## config.mk

```make
export PLATFORM = sky130hd
export DESIGN_NAME = systolic_feeder
export DESIGN_NICKNAME = d
export VERILOG_FILES = /design/src/rtl/systolic_pkg.sv /design/src/rtl/skew_line.sv /design/src/rtl/systolic_feeder.sv
export SDC_FILE = /design/constraint.sdc
export NUM_CORES = 1
export LEC_CHECK = 0
export ABC_AREA = 0
export CORE_MARGIN = 3
export CORE_UTILIZATION = 56
export DETAILED_ROUTE_END_ITERATION = 6
export PLACE_DENSITY = 0.85
export SLEW_MARGIN = 20
export SYNTH_ARGS = -nofsm -noshare
export SYNTH_HDL_FRONTEND = slang
export SYNTH_SLANG_ARGS = --single-unit
```

## constraint.sdc

```tcl
create_clock -name CLK -period 4.3 [get_ports CLK]
set_input_delay 1.075 -clock CLK [delete_from_list [all_inputs] [get_ports CLK]]
set_output_delay 1.075 -clock CLK [all_outputs]
set_load 0.02 [all_outputs]
```

## src/rtl/systolic_pkg.sv

```systemverilog
// Shared defaults and state encoding for the systolic array input feeder.
package systolic_pkg;

  localparam int unsigned N_DEFAULT = 4;
  localparam int unsigned W_DEFAULT = 32;

  typedef enum logic [1:0] {
    IDLE   = 2'd0,
    STREAM = 2'd1,
    FLUSH  = 2'd2,
    DONE   = 2'd3
  } feeder_state_t;

  // Number of zero-injecting advances needed to drain an n x n grid.
  function automatic int unsigned flush_len(input int unsigned n);
    return 2 * n;
  endfunction

endpackage

```

## src/rtl/skew_line.sv

```systemverilog
// DEPTH-stage enabled shift register with async clear; one skew lane of the feeder.
module skew_line #(
  parameter int unsigned DEPTH = 1,
  parameter int unsigned W     = 32
) (
  input  logic         CLK,
  input  logic         RST_N,
  input  logic         adv,
  input  logic [W-1:0] d,
  output logic [W-1:0] q
);

  logic [DEPTH-1:0][W-1:0] stage;

  // Shift only on advance so the lane freezes in lockstep with the PE grid.
  always_ff @(posedge CLK or negedge RST_N) begin
    if (!RST_N) begin
      stage <= '0;
    end else if (adv) begin
      stage[0] <= d;
      for (int k = 1; k < int'(DEPTH); k++) begin
        stage[k] <= stage[k-1];
      end
    end
  end

  assign q = stage[DEPTH-1];

endmodule

```

## src/rtl/systolic_feeder.sv

```systemverilog
// Skews A columns / B rows into the west and north edges of an N x N PE array,
// drives the array-wide enable, then drains with zeros and pulses done.
module systolic_feeder
  import systolic_pkg::*;
#(
  parameter int unsigned N = N_DEFAULT,
  parameter int unsigned W = W_DEFAULT
) (
  input  logic           CLK,
  input  logic           RST_N,
  input  logic           s_valid,
  output logic           s_ready,
  input  logic           s_last,
  input  logic [N*W-1:0] s_a,
  input  logic [N*W-1:0] s_b,
  output logic [N*W-1:0] a_out,
  output logic [N*W-1:0] b_out,
  output logic           en,
  output logic           busy,
  output logic           done
);

  localparam int unsigned FLUSH_LEN  = flush_len(N);
  localparam int unsigned CW         = $clog2(FLUSH_LEN + 1);
  localparam logic [CW-1:0] FLUSH_LAST = CW'(FLUSH_LEN - 1);

  feeder_state_t state, state_nxt;
  logic [CW-1:0] flush_cnt, flush_cnt_nxt;
  logic          accept_c;
  logic          flushing_c;
  logic          advance_c;

  assign accept_c   = s_valid & s_ready;
  assign flushing_c = (state == FLUSH);
  assign advance_c  = accept_c | flushing_c;
  assign en         = advance_c;

  // Next-state logic: FLUSH runs exactly FLUSH_LEN advances, DONE lasts one cycle.
  always_comb begin
    state_nxt     = state;
    flush_cnt_nxt = flush_cnt;
    unique case (state)
      IDLE: begin
        if (accept_c) begin
          state_nxt     = s_last ? FLUSH : STREAM;
          flush_cnt_nxt = '0;
        end
      end
      STREAM: begin
        if (accept_c && s_last) begin
          state_nxt     = FLUSH;
          flush_cnt_nxt = '0;
        end
      end
      FLUSH: begin
        if (flush_cnt == FLUSH_LAST) begin
          state_nxt     = DONE;
          flush_cnt_nxt = '0;
        end else begin
          flush_cnt_nxt = flush_cnt + CW'(1);
        end
      end
      DONE: begin
        state_nxt = IDLE;
      end
      default: begin
        state_nxt     = IDLE;
        flush_cnt_nxt = '0;
      end
    endcase
  end

  // Status outputs are registered from the next state so they line up with it.
  always_ff @(posedge CLK or negedge RST_N) begin
    if (!RST_N) begin
      state     <= IDLE;
      flush_cnt <= '0;
      s_ready   <= 1'b1;
      busy      <= 1'b0;
      done      <= 1'b0;
    end else begin
      state     <= state_nxt;
      flush_cnt <= flush_cnt_nxt;
      s_ready   <= (state_nxt == IDLE) || (state_nxt == STREAM);
      busy      <= (state_nxt == STREAM) || (state_nxt == FLUSH);
      done      <= (state_nxt == DONE);
    end
  end

  // Lane g of A and B gets g+1 stages; FLUSH injects exact zeros.
  for (genvar g = 0; g < int'(N); g++) begin : g_lane
    logic [W-1:0] a_d;
    logic [W-1:0] b_d;

    assign a_d = flushing_c ? '0 : s_a[g*W +: W];
    assign b_d = flushing_c ? '0 : s_b[g*W +: W];

    skew_line #(
      .DEPTH(g + 1),
      .W    (W)
    ) u_a_line (
      .CLK  (CLK),
      .RST_N(RST_N),
      .adv  (advance_c),
      .d    (a_d),
      .q    (a_out[g*W +: W])
    );

    skew_line #(
      .DEPTH(g + 1),
      .W    (W)
    ) u_b_line (
      .CLK  (CLK),
      .RST_N(RST_N),
      .adv  (advance_c),
      .d    (b_d),
      .q    (b_out[g*W +: W])
    );
  end

endmodule

```

==> metrics.md <==
| Metric | Value |
|---|---|
| CTS Buf Count | `66` |
| Pwr dens | `774 nW/um^2` |
| Seq/Total Area, Yosys | `58.9%` |
| Global routing's busiest layer | `met2` |
| GPL Wtd Cong | `0.857` |
| Path type of the worst min-delay path | `input pin to async pin` |
| Critical Path Fanout Max | `26` |
| Antenna Nets Post-Route | `0` |
| Measured slew at the worst slew-check pin | `1.06 ns` |
| Post-CTS Setup Repair Bufs | `0` |
| WP buf/inv | `2` |
| Final hold vios | `0` |
| Pre-CTS setup slack | `0.501 ns` |
| Post-synth cell types | `32` |
| Post-synth EDFFs | `0` |
| Delay of the slowest cell on the worst path | `0.64 ns` |
| Max cap viols | `0` |
| H-tree level count | `3` |
| Fin nets | `2702` |
| Residual DRC | `0` |
| CTS tree | `built` |
| Die W | `228 um` |
| Cts repair resizes | `0` |
| Min Tclk post-route | `3.68 ns` |
| Final wirelength | `66.4 mm` |
| Initial drt markers | `1120` |
| Final worst setup slack | `0.617 ns` |
| Post-Layout Cell Count | `3158` |
| Final setup vio count | `0` |
| Peak VDD IR | `0.539 mV` |
| Via Count | `16920` |
| Initial antenna violation count | `19` |
| Critical path's slowest cell | `clkdlybuf4s50_1` |
| Pin count of the biggest net entering global routing | `235` |
| Syn Inst Count | `2151` |
| Leakage | `15.9 nW` |
| Post-synth ARST share | `100%` |
| WS Path Type | `input pin to output port` |
| Ports | `520` |
| First-pass GRT wire length | `106 mm` |
| Critical path startpoint category | `input pin` |
| Rows | `80` |
| Synth area leader | `dfrtp_1` |
| Post-CTS Hold Buffers | `0` |
| Setup TNS | `0 ns` |
| Synth area leaders | `dfrtp_1 59%, mux2_4 19%, nand2_1 7.0%` |
| Crit path capture type | `output port` |
| # placed instances | `3025` |
| Fin crit share | `85.6%` |
| Top delay family on crit path | `buffers and inverters` |
| Vias in the first global route | `18453` |
| Clk slew on worst S/H paths | `0.06 ns` |
| Initial Util | `57.3%` |
| Top_reg_cell synth | `dfrtp_1` |
| Core ar. | `48100 um^2` |
| Slew headroom | `29.5%` |
| Critical Path AT | `2.61 ns` |
| Outcome | `finished, final reports clean` |
| Layout cell share with drive strength beyond 1 | `20.5%` |
| Initial DRT Pass Iterations | `5` |
| Clock root buffer | `clkbuf_16` |
| Area Growth Syn to Fin | `22.8%` |
| Number of filler cells placed in the layout | `3070` |
| RSZ-0062 raised after global routing | `false` |
| I/O Buffers | `519` |
| Synthesis-stage register bit count | `649` |
| DR WL/cell | `21.0 um` |
| Bufs on Longest Clock Path | `3` |
| M3 GR Usage | `7.51%` |
| Yosys warning count | `0` |
| Drt via density | `5.36` |
| Die Area | `51900 um^2` |
| Slew Viols, Final | `0` |
| Hpwl dp | `43.5 mm` |
| TritonCTS Sinks | `649` |
| Met2 usage | `42.9%` |
| Mapped Area | `27600 um^2` |
| Grt ovf | `0` |
| Syn Nets | `2415` |
| Met1 usage | `30.7%` |
| Cell chain of the critical path | `clkdlybuf4s50_1, nand2_8, nand2_8, clkdlybuf4s50_1` |
| Latest clock arrival within the worst-skew pair | `0.59 ns` |
| Critical Path RT | `3.22 ns` |
| Fmax | `272 MHz` |
| Total GRT Usage | `25.7%` |
| Mean area per synthesized cell | `12.8 um^2` |
| Synth top area share | `58.8%` |
| Vert. Die Dim | `228 um` |
| Setup Skew | `0.0107 ns` |
## logic make-up after synthesis
logic type	Yosys count	synth area share (%)
flops	649	58.9
mux	385	20.5
fa+ha+maj	4	0.181
compound gates	266	4.92
buf+inv	323	8.26
simple gates	524	7.28
## metrics by stage
| stage | cell area (um^2) | utilization [%] | power, mW | hold slack (ns) |
|---|---|---|---|---|
| 6_report | 33900 | 70.3 | 26.2 | 0.458 |
| 3_5_place_dp | 31700 | 65.8 | 20.6 | 0.487 |
| 2_1_floorplan | 27600 | - | 17.9 | 0.475 |
| 5_1_grt | 33900 | 70.3 | 27.5 | 0.465 |
| 4_1_cts | 33800 | 70.2 | 26.4 | 0.457 |
| 3_3_place_gp | 31700 | 65.8 | 20.1 | 0.484 |
## final timing paths
check / cells past startpoint / slack [ns] / start / to
min in group CLK: 1 / 0.50 / g_lane[2].u_b_line.stage[14] / g_lane[2].u_b_line.stage[46]
max in group asynchronous: 2 / 2.65 / RST_N / g_lane[2].u_b_line.stage[34]
min reg2reg: 1 / 0.50 / g_lane[2].u_b_line.stage[14] / g_lane[2].u_b_line.stage[46]
max: 4 / 0.62 / s_valid / en
max reg2reg: 5 / 1.58 / state[0] / g_lane[2].u_a_line.stage[37]
min: 1 / 0.46 / RST_N / g_lane[3].u_b_line.stage[87]
## placed cells by master (no fill, tap or decap), types with 6 or more instances in the layout
cell type / netlist / final
clkbuf_8: 0 / 14
mux2_2: 35 / 35
nand2_1: 512 / 512
dfrtp_1: 648 / 648
clkdlybuf4s50_1: 0 / 518
mux2_4: 349 / 349
clkbuf_1: 47 / 20
clkinv_2: 0 / 8
a21oi_1: 257 / 257
buf_12: 0 / 14
buf_4: 193 / 6
clkbuf_16: 0 / 69
diode_2: 0 / 16
## power by group
part           leakage (nW)  switching (mW)  total (mW)  internal [mW]
clock network          1.05            2.30        5.61           3.31
registers              8.55            1.45        9.95           8.50
logic                  6.34            5.07        10.7           5.59
total                  15.9            8.82        26.2           17.4
## worst reg2reg max path: stages (launching register included)
cell and delay, ns:
dfrtp_1 0.43, nand2b_1 0.38, nand2_8 0.15, buf_12 0.28
buf_12 0.70, mux2_2 0.66
## cell usage after synthesis (all sizes together), types with 2 or more instances
master	count
a22o	2
nand2	514
o21ai	2
ha	4
inv	2
buf	274
clkbuf	47
a21oi	257
dfrtp	648
nand2b	2
mux2	384
## metal layers
layer,wire length (um),vias up
met3,4650,149
met4,2910,2
met1,25100,8647
met2,33700,613
met5,13,-
li1,-,7509
## flip-flops by register name (all words and copies together), names as in the netlist, 2 cells and up
name,count
g_lane.u_a_line.stage,192
g_lane.u_b_line.stage,192
g_lane.u_a_line.q,128
g_lane.u_b_line.q,128
flush_cnt,4
state,2
## layout make-up
cell class                 count  area (um^2)  share of cell area (%)
tap                          656          821                    2.42
timing repair buffer         540         5550                    16.4
clock buffer                 103         1990                    5.89
inverter                       2         7.51                  0.0222
antenna                       16         40.0                   0.118
multi-input combinational   1179         9080                    26.8
sequential                   649        16200                    48.0
clock inverter                13          126                   0.373
Power figures use the tool's default switching activity.
